==> config.mk <==
export PLATFORM = sky130hd
export DESIGN_NAME = mult_div_unit_flat
export DESIGN_NICKNAME = d
export VERILOG_FILES = /design/src/rtl/mult_div_unit_pkg.sv /design/src/rtl/mult_div_unit_if.sv /design/src/rtl/mult_div_unit_abs.sv /design/src/rtl/mult_div_unit.sv /design/src/flat_wrapper.sv
export SDC_FILE = /design/constraint.sdc
export NUM_CORES = 1
export LEC_CHECK = 0
export BUFFER_PORTS_ARGS = -buffer_cell sky130_fd_sc_hd__buf_2
export CORE_ASPECT_RATIO = 1.25
export CORE_MARGIN = 2
export CORE_UTILIZATION = 45
export DETAILED_ROUTE_END_ITERATION = 16
export PLACE_DENSITY = 0.73
export SLEW_MARGIN = 20
export SYNTH_ARGS = -nofsm -noshare
export SYNTH_HDL_FRONTEND = slang
export SYNTH_SLANG_ARGS = --single-unit
==> constraint.sdc <==
create_clock -name clk -period 5.3 [get_ports clk]
set_input_delay 0.53 -clock clk [delete_from_list [all_inputs] [get_ports clk]]
set_output_delay 0.53 -clock clk [all_outputs]
set_load 0.02 [all_outputs]
==> src/rtl/mult_div_unit_pkg.sv <==
// Shared definitions for the iterative multiply/divide unit: operation codes,
// FSM state encodings, default operand width and small decode helpers.
package mult_div_unit_pkg;

  localparam int MD_WIDTH = 32;

  typedef enum logic [1:0] {
    MD_MULT  = 2'b00,
    MD_MULTU = 2'b01,
    MD_DIV   = 2'b10,
    MD_DIVU  = 2'b11
  } md_op_e;

  typedef enum logic [1:0] {
    S_IDLE = 2'd0,
    S_CALC = 2'd1,
    S_SIGN = 2'd2
  } md_state_e;

  function automatic logic op_is_div(input md_op_e op);
    return op[1];
  endfunction

  function automatic logic op_is_signed(input md_op_e op);
    return ~op[0];
  endfunction

endpackage

==> src/rtl/mult_div_unit_if.sv <==
// Request/result bundle between the datapath control and the multiply/divide
// unit; the datapath side is the master.
interface mult_div_unit_if
  import mult_div_unit_pkg::*;
#(
  parameter int WIDTH = MD_WIDTH
) ();

  logic             Start;
  logic [1:0]       MDOp;
  logic [WIDTH-1:0] In1;
  logic [WIDTH-1:0] In2;
  logic             HiWrite;
  logic             LoWrite;
  logic [WIDTH-1:0] WrData;
  logic             Busy;
  logic             Done;
  logic [WIDTH-1:0] Hi;
  logic [WIDTH-1:0] Lo;

  modport master (
    output Start, MDOp, In1, In2, HiWrite, LoWrite, WrData,
    input  Busy, Done, Hi, Lo
  );

  modport slave (
    input  Start, MDOp, In1, In2, HiWrite, LoWrite, WrData,
    output Busy, Done, Hi, Lo
  );

endinterface

==> src/rtl/mult_div_unit_abs.sv <==
// Combinational conditional two's-complement negate; yields the magnitude of a
// signed value when neg_i is its sign bit, or applies a result sign.
module mult_div_unit_abs #(
  parameter int W = 32
) (
  input  logic [W-1:0] val_i,
  input  logic         neg_i,
  output logic [W-1:0] res_o
);

  assign res_o = neg_i ? -val_i : val_i;

endmodule

==> src/rtl/mult_div_unit.sv <==
// Iterative multiply/divide unit producing HI/LO: unsigned magnitude
// iterations (shift-add / restoring shift-subtract) followed by sign correction.
module mult_div_unit
  import mult_div_unit_pkg::*;
#(
  parameter int WIDTH = MD_WIDTH
) (
  input  logic          clk,
  input  logic          reset,
  mult_div_unit_if.slave md
);

  localparam int CW = $clog2(WIDTH);

  md_state_e          state_q;
  md_op_e             op_q;
  logic [CW-1:0]      count_q;
  logic [2*WIDTH-1:0] acc_q;
  logic [2*WIDTH-1:0] acc_d;
  logic [WIDTH-1:0]   opnd_q;
  logic               neg_res_q;
  logic               neg_rem_q;
  logic               dz_q;
  logic               busy_q;
  logic               done_q;
  logic [WIDTH-1:0]   hi_q;
  logic [WIDTH-1:0]   lo_q;

  md_op_e             op_in;
  logic               sgn_in;
  logic [WIDTH-1:0]   mag1;
  logic [WIDTH-1:0]   mag2;
  logic [2*WIDTH-1:0] prod_fix;
  logic [WIDTH-1:0]   quo_fix;
  logic [WIDTH-1:0]   rem_fix;

  logic [WIDTH:0]     mul_upper;
  logic [WIDTH:0]     div_shift;
  logic [WIDTH-1:0]   div_sub;
  logic               div_ge;

  assign op_in  = md_op_e'(md.MDOp);
  assign sgn_in = op_is_signed(op_in);

  mult_div_unit_abs #(.W(WIDTH)) u_abs_in1 (
    .val_i (md.In1),
    .neg_i (sgn_in & md.In1[WIDTH-1]),
    .res_o (mag1)
  );

  mult_div_unit_abs #(.W(WIDTH)) u_abs_in2 (
    .val_i (md.In2),
    .neg_i (sgn_in & md.In2[WIDTH-1]),
    .res_o (mag2)
  );

  mult_div_unit_abs #(.W(2*WIDTH)) u_abs_prod (
    .val_i (acc_q),
    .neg_i (neg_res_q),
    .res_o (prod_fix)
  );

  mult_div_unit_abs #(.W(WIDTH)) u_abs_quo (
    .val_i (acc_q[WIDTH-1:0]),
    .neg_i (neg_res_q),
    .res_o (quo_fix)
  );

  mult_div_unit_abs #(.W(WIDTH)) u_abs_rem (
    .val_i (acc_q[2*WIDTH-1:WIDTH]),
    .neg_i (neg_rem_q),
    .res_o (rem_fix)
  );

  // One iteration step. Multiply keeps the multiplier in the low half and shifts
  // the partial product in from the top; divide keeps the remainder in the high
  // half and shifts quotient bits in at the bottom.
  always_comb begin
    mul_upper = {1'b0, acc_q[2*WIDTH-1:WIDTH]};
    if (acc_q[0]) begin
      mul_upper = mul_upper + {1'b0, opnd_q};
    end
    div_shift = acc_q[2*WIDTH-1:WIDTH-1];
    div_ge    = (div_shift >= {1'b0, opnd_q});
    div_sub   = div_shift[WIDTH-1:0] - opnd_q;
    if (op_is_div(op_q)) begin
      acc_d = {(div_ge ? div_sub : div_shift[WIDTH-1:0]), acc_q[WIDTH-2:0], div_ge};
    end else begin
      acc_d = {mul_upper, acc_q[WIDTH-1:1]};
    end
  end

  always_ff @(posedge clk) begin
    if (!reset) begin
      state_q <= S_IDLE;
      busy_q  <= 1'b0;
      done_q  <= 1'b0;
      hi_q    <= '0;
      lo_q    <= '0;
      count_q <= '0;
    end else begin
      done_q <= 1'b0;
      unique case (state_q)
        S_IDLE: begin
          if (md.HiWrite) hi_q <= md.WrData;
          if (md.LoWrite) lo_q <= md.WrData;
          if (md.Start) begin
            op_q      <= op_in;
            opnd_q    <= op_is_div(op_in) ? mag2 : mag1;
            acc_q     <= {{WIDTH{1'b0}}, (op_is_div(op_in) ? mag1 : mag2)};
            neg_res_q <= sgn_in & (md.In1[WIDTH-1] ^ md.In2[WIDTH-1]);
            neg_rem_q <= sgn_in & md.In1[WIDTH-1];
            dz_q      <= (md.In2 == '0);
            count_q   <= CW'(WIDTH - 1);
            busy_q    <= 1'b1;
            state_q   <= S_CALC;
          end
        end
        S_CALC: begin
          acc_q   <= acc_d;
          count_q <= count_q - CW'(1);
          if (count_q == '0) state_q <= S_SIGN;
        end
        S_SIGN: begin
          // A zero divisor leaves an all-ones quotient that must not be negated.
          if (op_is_div(op_q)) begin
            hi_q <= rem_fix;
            lo_q <= dz_q ? '1 : quo_fix;
          end else begin
            {hi_q, lo_q} <= prod_fix;
          end
          busy_q  <= 1'b0;
          done_q  <= 1'b1;
          state_q <= S_IDLE;
        end
        default: state_q <= S_IDLE;
      endcase
    end
  end

  assign md.Busy = busy_q;
  assign md.Done = done_q;
  assign md.Hi   = hi_q;
  assign md.Lo   = lo_q;

endmodule

==> src/flat_wrapper.sv <==
// flat-port wrapper written by rule: the top's interface ports become plain ports
module mult_div_unit_flat import mult_div_unit_pkg::*;
#(
  parameter int WIDTH = MD_WIDTH
)
  (clk, reset, md_Start, md_MDOp, md_In1, md_In2, md_HiWrite, md_LoWrite, md_WrData, md_Busy, md_Done, md_Hi, md_Lo);
  mult_div_unit_if #(.WIDTH(WIDTH)) md_i ();
  input  logic clk;
  input  logic reset;
  input wire logic [$bits(md_i.Start)-1:0] md_Start;
  input wire logic [$bits(md_i.MDOp)-1:0] md_MDOp;
  input wire logic [$bits(md_i.In1)-1:0] md_In1;
  input wire logic [$bits(md_i.In2)-1:0] md_In2;
  input wire logic [$bits(md_i.HiWrite)-1:0] md_HiWrite;
  input wire logic [$bits(md_i.LoWrite)-1:0] md_LoWrite;
  input wire logic [$bits(md_i.WrData)-1:0] md_WrData;
  output wire logic [$bits(md_i.Busy)-1:0] md_Busy;
  output wire logic [$bits(md_i.Done)-1:0] md_Done;
  output wire logic [$bits(md_i.Hi)-1:0] md_Hi;
  output wire logic [$bits(md_i.Lo)-1:0] md_Lo;
  assign md_i.Start = md_Start;
  assign md_i.MDOp = md_MDOp;
  assign md_i.In1 = md_In1;
  assign md_i.In2 = md_In2;
  assign md_i.HiWrite = md_HiWrite;
  assign md_i.LoWrite = md_LoWrite;
  assign md_i.WrData = md_WrData;
  assign md_Busy = md_i.Busy;
  assign md_Done = md_i.Done;
  assign md_Hi = md_i.Hi;
  assign md_Lo = md_i.Lo;
  mult_div_unit #(.WIDTH(WIDTH)) u_core (.clk(clk), .reset(reset), .md(md_i));
endmodule
After elaboration in Yosys (flattened, before gate mapping)

Cells that the tools add are included.

Logic and storage cells: 71
Bits of input ports: 103
Flip-flop bits (word level): 174
Output and inout port bits: 66

Equality and inequality tests: 6
Magnitude comparators: 1
Bitwise logic cells: 5
Muxes and demuxes: 27
Add/sub/neg operators: 8
Reductions and logical operators: 12

Operators with widths:

| kind                | count |
|---|---|
| $mux 32             | 12 |
| $mux 64             | 3 |
| $neg 32->32         | 4 |
| $pmux 32 s2         | 2 |
| $pmux 64 s2         | 1 |
| $neg 64->64         | 1 |
| $add 32x32->33      | 1 |
| $ge 33x32->1        | 1 |
| $mux 33             | 1 |
| $logic_not 32->1    | 1 |
| $sub 32x32->32      | 1 |
| $pmux 5 s2          | 1 |
| $reduce_and 2->1    | 5 |
| $ne 2x2->1 const B  | 3 |
| $reduce_and 3->1    | 2 |
| $logic_not 5->1     | 1 |
| $mux 5              | 1 |
| $sub 5x1->5 const B | 1 |
| $mux 2              | 2 |
| $pmux 2 s2          | 1 |
| $reduce_bool 2->1   | 2 |
| $and 1x1->1         | 3 |
| $eq 2x1->1 const B  | 1 |
| $eq 2x2->1 const B  | 1 |
| 6 further kinds     | 7 |

Logic depth before layout (Yosys ltp)

Gate-level depths: netlist of run 1.

Depth after elaboration: 6
Depth in mapped cells: 14
Gate-level depth less buffers: 13

Hierarchy

From an unflattened synthesis of run 1, not the netlist that was laid out.

Cell total of the unflattened synthesis: 2075
Area, all modules: 17426.7 µm²

Modules (own cells, without submodules):

| module                                    | area each (µm²) | cells an instance | times used | seq. area each (µm²) |
|---|---|---|---|---|
| mult_div_unit                             | 12904.9         | 1445              | 1          | 4464.3 |
| mult_div_unit_abs at u_core.u_abs_in1 ... | 767.0           | 108               | 4          | 0.0 |
| mult_div_unit_abs at u_core.u_abs_prod    | 1453.9          | 198               | 1          | 0.0 |

Worst setup path after synthesis of run 1

OpenSTA, ideal clock, no wires.

Path type: register to register
Start point: register u_core.state_q[0]
End point: register u_core.acc_q[0], enable pin
Slack: 1.438 ns
Setup time: 0.486 ns
Required time: 4.814 ns
Path buffers: 1
Period minus slack after synthesis: 3.862 ns
Cell stages (with the launch flop): 4
Data arrival time: 3.376 ns
Path through: dfxtp_1 > clkbuf_1 > nor2_1 > nor2_1

Cells in the longest elaborated chain, start to end: 3
Elaborated cells between the ends (all ways): 5
Those cells by class: eq/ne: 2; reduce/logical: 3

Ends and longest elaborated chain:

| item                                                             | line                 | RTL |
|---|---|---|
| start, declared                                                  | mult_div_unit.sv:15  | `md_state_e state_q;` |
| start signal, assigned                                           | mult_div_unit.sv:95  | `state_q <= S_IDLE;` |
| start signal, assigned                                           | mult_div_unit.sv:116 | `state_q <= S_CALC;` |
| start signal, assigned                                           | mult_div_unit.sv:122 | `if (count_q == '0) state_q <= S_SIGN;` |
| $eq 2x1->1 or $logic_not 2->1 (tied branches)                    | mult_div_unit.sv:103 | `unique case (state_q)` |
| $reduce_bool 2->1 (no source line) or $ne 2x2->1 (tied branches) | -                    |  |
| $reduce_and 3->1 (no source line) *                              | -                    |  |
| end signal, assigned                                             | mult_div_unit.sv:110 | `acc_q <= {{WIDTH{1'b0}}, (op_is_div(op_in) ? mag1 : mag2)};` |
| end, declared                                                    | mult_div_unit.sv:18  | `logic [2*WIDTH-1:0] acc_q;` |

Mark *: on every way between the ends. The rest lies on a longest branch, timed or not.
A chain may end at the register's enable or synchronous reset.

Worst setup path in the final report of run 1

Start point: register u_core.acc_q[38]
End point: register u_core.acc_q[35] (data pin)

Cells in the longest elaborated chain, start to end: 4

Ends and longest elaborated chain:

| item         | line                 | RTL |
|---|---|---|
| $ge 33x32->1 | mult_div_unit.sv:84  | `div_ge = (div_shift >= {1'b0, opnd_q});` |
| $mux 32      | mult_div_unit.sv:87  | `acc_d = {(div_ge ? div_sub : div_shift[WIDTH-1:0]), acc_q[WIDTH-2:0], div_ge};` |
| $mux 64      | mult_div_unit.sv:86  | `if (op_is_div(op_q)) begin` |
| $pmux 64 s2  | mult_div_unit.sv:103 |  |

Every way passes these cells.

==> results of run 1 <==
## worst max-delay path: stages, from the launching register on
cell and delay, ns:
edfxtp_1 0.57, ha_1 0.43, and4_1 0.28, nor3b_1 0.20
o31ai_1 0.14, a2111oi_0 0.53, nor2_1 0.21, o41ai_4 0.74
buf_4 0.41, o21ai_0 0.12, a221oi_1 0.31
## final cells by class
type                            instances  area (µm²)
Fill cell                            3071       16000
Multi-Input combinational cell       1455        9830
Sequential cell                       173        4460
Timing Repair Buffer                  186         998
Tap cell                              418         523
Clock buffer                           17         425
Inverter                               68         255
Clock inverter                         15         184
Antenna cell                            1        2.50
## logic make-up after synthesis
family	synth area share (%)
xor gates and xnor gates	9.70
muxes	6.76
and+or+nand+nor	18.1
DFF	30.0
buffers and inverters	4.34
AOI/OAI and AO/OA	25.0
adders and majority gates	6.15
## path summary, 6_finish.rpt
path / end / slack (ns) / cells after the start
max: u_core.acc_q[35]$_SDFFCE_PN0P_ / 1.15 / 10
min: u_core.md.Hi[5]$_SDFFE_PN0P_ / 0.38 / 3
max reg2reg: u_core.acc_q[35]$_SDFFCE_PN0P_ / 1.15 / 10
min reg2reg: u_core.md.Busy$_SDFFE_PN0P_ / 0.46 / 2
## metal layers
layer | up-vias | part of all wire, % | GRT usage, %
met4 | 2 | 6.9 | 18.2
met5 | - | 0.022 | 0
li1 | 6893 | - | -
met1 | 7052 | 40 | 36.7
met3 | 169 | 7.2 | 3.39
met2 | 735 | 45 | 45.6
## report_power, final
part | internal (mW) | total, mW | switching, mW
Sequential | 1.57 | 1.75 | 0.177
Combinational | 0.582 | 1.51 | 0.925
Clock | 0.645 | 1.30 | 0.657
Total | 2.80 | 4.55 | 1.76
## flip-flops by register name, indices dropped and copies added (netlist names), 2 cells and up
name,flops
u_core.acc_q,64
u_core.count_q,5
u_core.md.Hi,32
u_core.md.Lo,32
u_core.opnd_q,32
u_core.state_q,2
## through the flow
stage	instances	worst slack [ns]	area [µm²]	total power [mW]	util, %
after floorplan	1800	1.44	14900	2.76	-
after global placement	2299	1.34	16000	3.21	49.1
after detailed placement	2299	1.22	16000	3.24	49.1
after CTS	2331	1.19	16700	4.52	51.0
after global routing	2333	0.850	16700	4.76	51.0
final	2333	1.15	16700	4.55	51.0
## cell usage in the layout, fill, tap and decap left out, types with 33 or more instances in the layout
cell type	synthesis	final
buf_2	1	167
xor2_1	73	73
nand2_1	168	168
a21oi_1	148	148
ha_1	70	70
nor3_1	34	34
nand3_1	43	43
a211oi_1	39	39
mux2i_1	86	86
edfxtp_1	100	100
a21o_1	33	33
o221ai_1	38	38
dfxtp_1	73	73
xnor2_1	92	92
inv_1	66	66
o21ai_0	114	114
nor2_1	142	140
==> impl_metrics.toml, run 1 <==
[status]
status = "complete, no violations"

[timing]
slew_violations = 0
post-route-period-util_pct = 78.3
worstMarginPinSlew_ns = 1.04
finalSetupTns_ns = 0
grt_setup_unrepaired = "no"
finalHoldViolCount = 0
hold_slack_ns = 0.384
skew_ns = 0.0165
setup_viol = 0
period_needed_ns = 4.15
maxSlewHeadroom_pct = 30.2
clock.fmax_ghz = 0.241

[floorplan]
die_h_um = 207
ios = 169
dieWidth_um = 167
start_util_pct = 45.6
fp-row-count = 74
dieArea_mm2 = 0.0346
core_area_mm2 = 0.0327

[setup_path]
r2r_start = "u_core.acc_q[38]$_SDFFCE_PN0P_"
critPathArrivalTime_ns = 4.41
required_ns = 5.56
crit_path_start = "u_core.acc_q[38]$_SDFFCE_PN0P_"
critPathLaunchType = "register"
path_class = "register to register"
critPathMaxFanout = 21
end_kind = "register"

[final_layout]
num-nets-final = 2076
drive_gt1_share_pct = 13.5
syn2layout_area_growth_pct = 12.0

[yosys]
synth-edff-count = 100
avgSynthCellArea_um2 = 8.28
post-synth-top-count-cell = "nand2_1"
syn_area_mm2 = 0.0149
synth_nets = 1975
synth_commonest_cells = "nand2_1, a21oi_1, nor2_1, o21ai_0, edfxtp_1"
ys_async_sr_fraction_pct = 0
synth.distinct_cells = 71
yosys-top-cells-area = "edfxtp_1, dfxtp_1, ha_1"
ys.flop_type = "edfxtp_1"
synth_top_area_share_pct = 20.2
ys_seq_area_share_pct = 30.0
synth_cells = 1800
synth_top_cell_by_area = "edfxtp_1"
ys_ff_latch = 173
yosysWarnings = 0

[clocking]
cts.clk_slew.worst_paths_ns = 0.09
htree_levels = 4
cts_hold_buf = 0
cts_sinks = 173
insertion_delay_ns = 0.45
cts_buffer_depth = 2
cts_tree = "built"
cts_buffers = 17
cts_root_buf = "clkbuf_16"
cts_resized = 0
cts_setup_buffers = 0

[grt]
grt_pass1_vias = 13800
grt_start_max_net_pins = 78
grt.total_usage_pct = 28.6
grt_antenna_before_repair = 2
grt_pass1_wl_um = 78300
overflow = 0

[power]
powerDensity_mw_per_mm2 = 273
ir_drop_v = 0.000233
leakagePower_nw = 6.72

[min_path]
hp-start = "md_WrData[5]"
min_path_type = "input pin to register"

[placed_design]
dp_hpwl_um = 38900
port_buffers = 168
routabilityCongestion = 0.989

[drt]
dr.pass1.iters = 6
vias = 14900
vias_per_cell = 6.37
drt_iter0_drc = 1558
final_antenna_net_count = 0
drc = 0
wl_per_cell_um = 21.7
finalWirelength_um = 50700

[run]
cap_violations = 0
(Power assumes the default switching activity.)
==> run 2, diff against run 1 <==
Settings changed: ABC_AREA set to 1, PLACE_DENSITY 0.73 to 0.72.
Clock period 5.3 ns to 4.3 ns, I/O delays scaled along.
==> run 2 against run 1 <==
  * Via count increased by 44%
  * Non-clock buffer count increased by 1
  * Final cell count increased by 57%
  * Clock-buffer cell count unchanged
  * Synthesized cell count increased by 70%
  * Sequential power increased by 26%
  * Combinational power increased by 85%
  * Sequential cell count unchanged
  * Register-to-register slack got worse by 0.44 ns
  * Critical endpoint is now u_core.acc_q[0]$_DFFE_PP_
  * Largest power group is now combinational logic
==> impl_metrics.toml, run 2 <==
[status]
status = "complete, no violations"

[yosys]
synth_top_family_by_area = "simple AND/OR/NAND/NOR gates"
synth_nets = 3236
synth_commonest_cells = "nand2_1, inv_1, nand3_1, nor2_1, a21oi_1"
synth-edff-count = 100
ys.flop_type = "edfxtp_1"
yosysWarnings = 0
synth_cells = 3061
synthXorXnorAreaFrac_pct = 3.45
post-synth-top-count-cell = "nand2_1"
muxShareOfSynthArea_pct = 0.0556
syn_area_mm2 = 0.0180
synth_top_cell_by_area = "nand2_1"
ys_ff_latch = 173
yosys-top-cells-area = "nand2_1, edfxtp_1, inv_1"
ys_seq_area_share_pct = 24.8
yosys.area_share.simple_pct = 39.8
avgSynthCellArea_um2 = 5.88
synth.distinct_cells = 49
ys_async_sr_fraction_pct = 0
synth-compound-area-share_pct = 15.4
synthAdderAreaFrac_pct = 5.09
synth_top_area_share_pct = 18.8

[setup_path]
critPathMaxFanout = 33
end_kind = "register"
required_ns = 4.52
r2r_slack_ns = 0.71
r2r_start = "u_core.acc_q[61]$_SDFFCE_PN0P_"
crit_path_start = "u_core.acc_q[61]$_SDFFCE_PN0P_"
critPathArrivalTime_ns = 3.81
critPathLaunchType = "register"
reg2reg_to = "u_core.acc_q[0]$_DFFE_PP_"
path_class = "register to register"
r2r_cells = 13

[floorplan]
dieWidth_um = 183
core_area_mm2 = 0.0393
fp-row-count = 81
start_util_pct = 45.8
ios = 169
die_h_um = 228
dieArea_mm2 = 0.0416

[timing]
worst_slack_ns = 0.714
clock.fmax_ghz = 0.279
finalSetupTns_ns = 0
finalHoldViolCount = 0
worstMarginPinSlew_ns = 1.03
period_needed_ns = 3.59
skew_ns = 0.0163
setup_viol = 0
maxSlewHeadroom_pct = 31.0
slew_violations = 0
hold_slack_ns = 0.270
post-route-period-util_pct = 83.4
grt_setup_unrepaired = "no"

[clocking]
cts_tree = "built"
htree_levels = 4
cts_resized = 0
cts_root_buf = "clkbuf_16"
cts_buffer_depth = 2
cts.clk_slew.worst_paths_ns = 0.08
cts_buffers = 17
insertion_delay_ns = 0.46
cts_setup_buffers = 0
cts_hold_buf = 0
cts_sinks = 173

[final_layout]
antenna_cells = 0
layout_commonest_cell = "nand2_1"
largest_reg_flops = 64
num-nets-final = 3337
multi_input_area_mm2 = 0.0115
final_cell_mix = "nand2_1, inv_1, nand3_1, nor2_1, a21oi_1"
syn2layout_area_growth_pct = 10.1
final_core_util_pct = 50.4
fill_cells = 4274
seqCellArea_mm2 = 0.00446
regMostFlops = "u_core.acc_q"
drive_gt1_share_pct = 9.10

[drt]
vias = 21400
dr.pass1.iters = 6
final_antenna_net_count = 0
vias_per_cell = 5.83
wl_per_cell_um = 23.2
finalWirelength_um = 85400
drc = 0
drt_iter0_drc = 2495

[power]
power_mw = 6.63
powerDensity_mw_per_mm2 = 334
leakagePower_nw = 9.93
ir_drop_v = 0.000335

[run]
cap_violations = 0

[grt]
overflow = 0
grt_pass1_vias = 20100
grt_antenna_before_repair = 2
grt_start_max_net_pins = 92
grt.total_usage_pct = 40.5
grt_pass1_wl_um = 124000

[placed_design]
port_buffers = 168
pre_cts_slack_ns = 0.943
dp_hpwl_um = 68000
routabilityCongestion = 1.08

[min_path]
min_to = "u_core.md.Hi[2]$_SDFFE_PN0P_"
hold_depth = 3
min_path_type = "input pin to register"
hp-start = "md_WrData[2]"
[run 2: cell types whose count changed in the layout (fill, tap and decap cells not counted), sizes merged, moves of 80 or more]
cell / change
o21ai: +113
inv: +362
mux2i: -85
nand3: +266
nand2: +753
a21oi: +85
nor2: +180
xnor2: -80
[run 2: how the worst max path moves through the flow]
| stage | to | slack, ns | depth (start not counted) |
|---|---|---|---|
| 2_1_floorplan | u_core.acc_q[0]$_DFFE_PP_ | 0.38 | 4 |
| 5_1_grt | u_core.acc_q[0]$_DFFE_PP_ | 0.55 | 13 |
| 3_3_place_gp | u_core.acc_q[0]$_DFFE_PP_ | 0.91 | 13 |
| 3_5_place_dp | u_core.acc_q[0]$_DFFE_PP_ | 0.94 | 13 |
| 4_1_cts | u_core.acc_q[0]$_DFFE_PP_ | 0.93 | 13 |
| 6_report | u_core.acc_q[0]$_DFFE_PP_ | 0.71 | 13 |
[run 2: stage by stage]
| step | std cells | area [µm²] |
|---|---|---|
| after global placement | 3641 | 19200 |
| final | 3673 | 19800 |
| after CTS | 3673 | 19800 |
| after floorplan | 3061 | 18000 |
| after global routing | 3673 | 19800 |
| after detailed placement | 3641 | 19200 |
[run 2: worst max-delay path, stage by stage (launching register included)]
cell,delay (ns)
edfxtp_1,0.57
ha_1,0.52
nand2_1,0.18
inv_1,0.06
nand2_2,0.14
inv_1,0.05
a21oi_1,0.41
nand2_1,0.23
nor2_8,0.43
nand2_8,0.25
nand2_2,0.20
o21ai_0,0.11
nand2_1,0.09
nand2_1,0.05
[run 2: logic make-up (layout without fill, tap and decap cells)]
logic type,Yosys count,in the layout
flip-flops,173,173
adder cells (fa/ha/maj),72,72
buffers and inverters,535,649
XOR/XNOR,71,71
AND/OR/NAND/NOR,1685,1685
AO/OA/AOI/OAI,524,524
multiplexers,1,1
[run 2: area by class of cell]
type,count,area share [%]
Tap cell,498,3.14
Timing Repair Buffer,187,5.09
Clock inverter,15,0.871
Inverter,430,8.14
Clock buffer,17,2.15
Multi-Input combinational cell,2353,58.1
Sequential cell,173,22.5
[run 2: per-layer routing]
| layer | wire length [µm] | track usage (%) |
|---|---|---|
| met1 | 30100 | 44.7 |
| met2 | 39000 | 66.3 |
| met5 | 27 | 0 |
| met3 | 7440 | 8.56 |
| met4 | 8830 | 35.5 |
[run 2: power by group]
part           total [mW]  internal [mW]  switching (mW)
Sequential           2.21           1.97           0.230
Clock                1.62          0.787           0.836
Combinational        2.80          0.800            2.00
Total                6.63           3.56            3.07
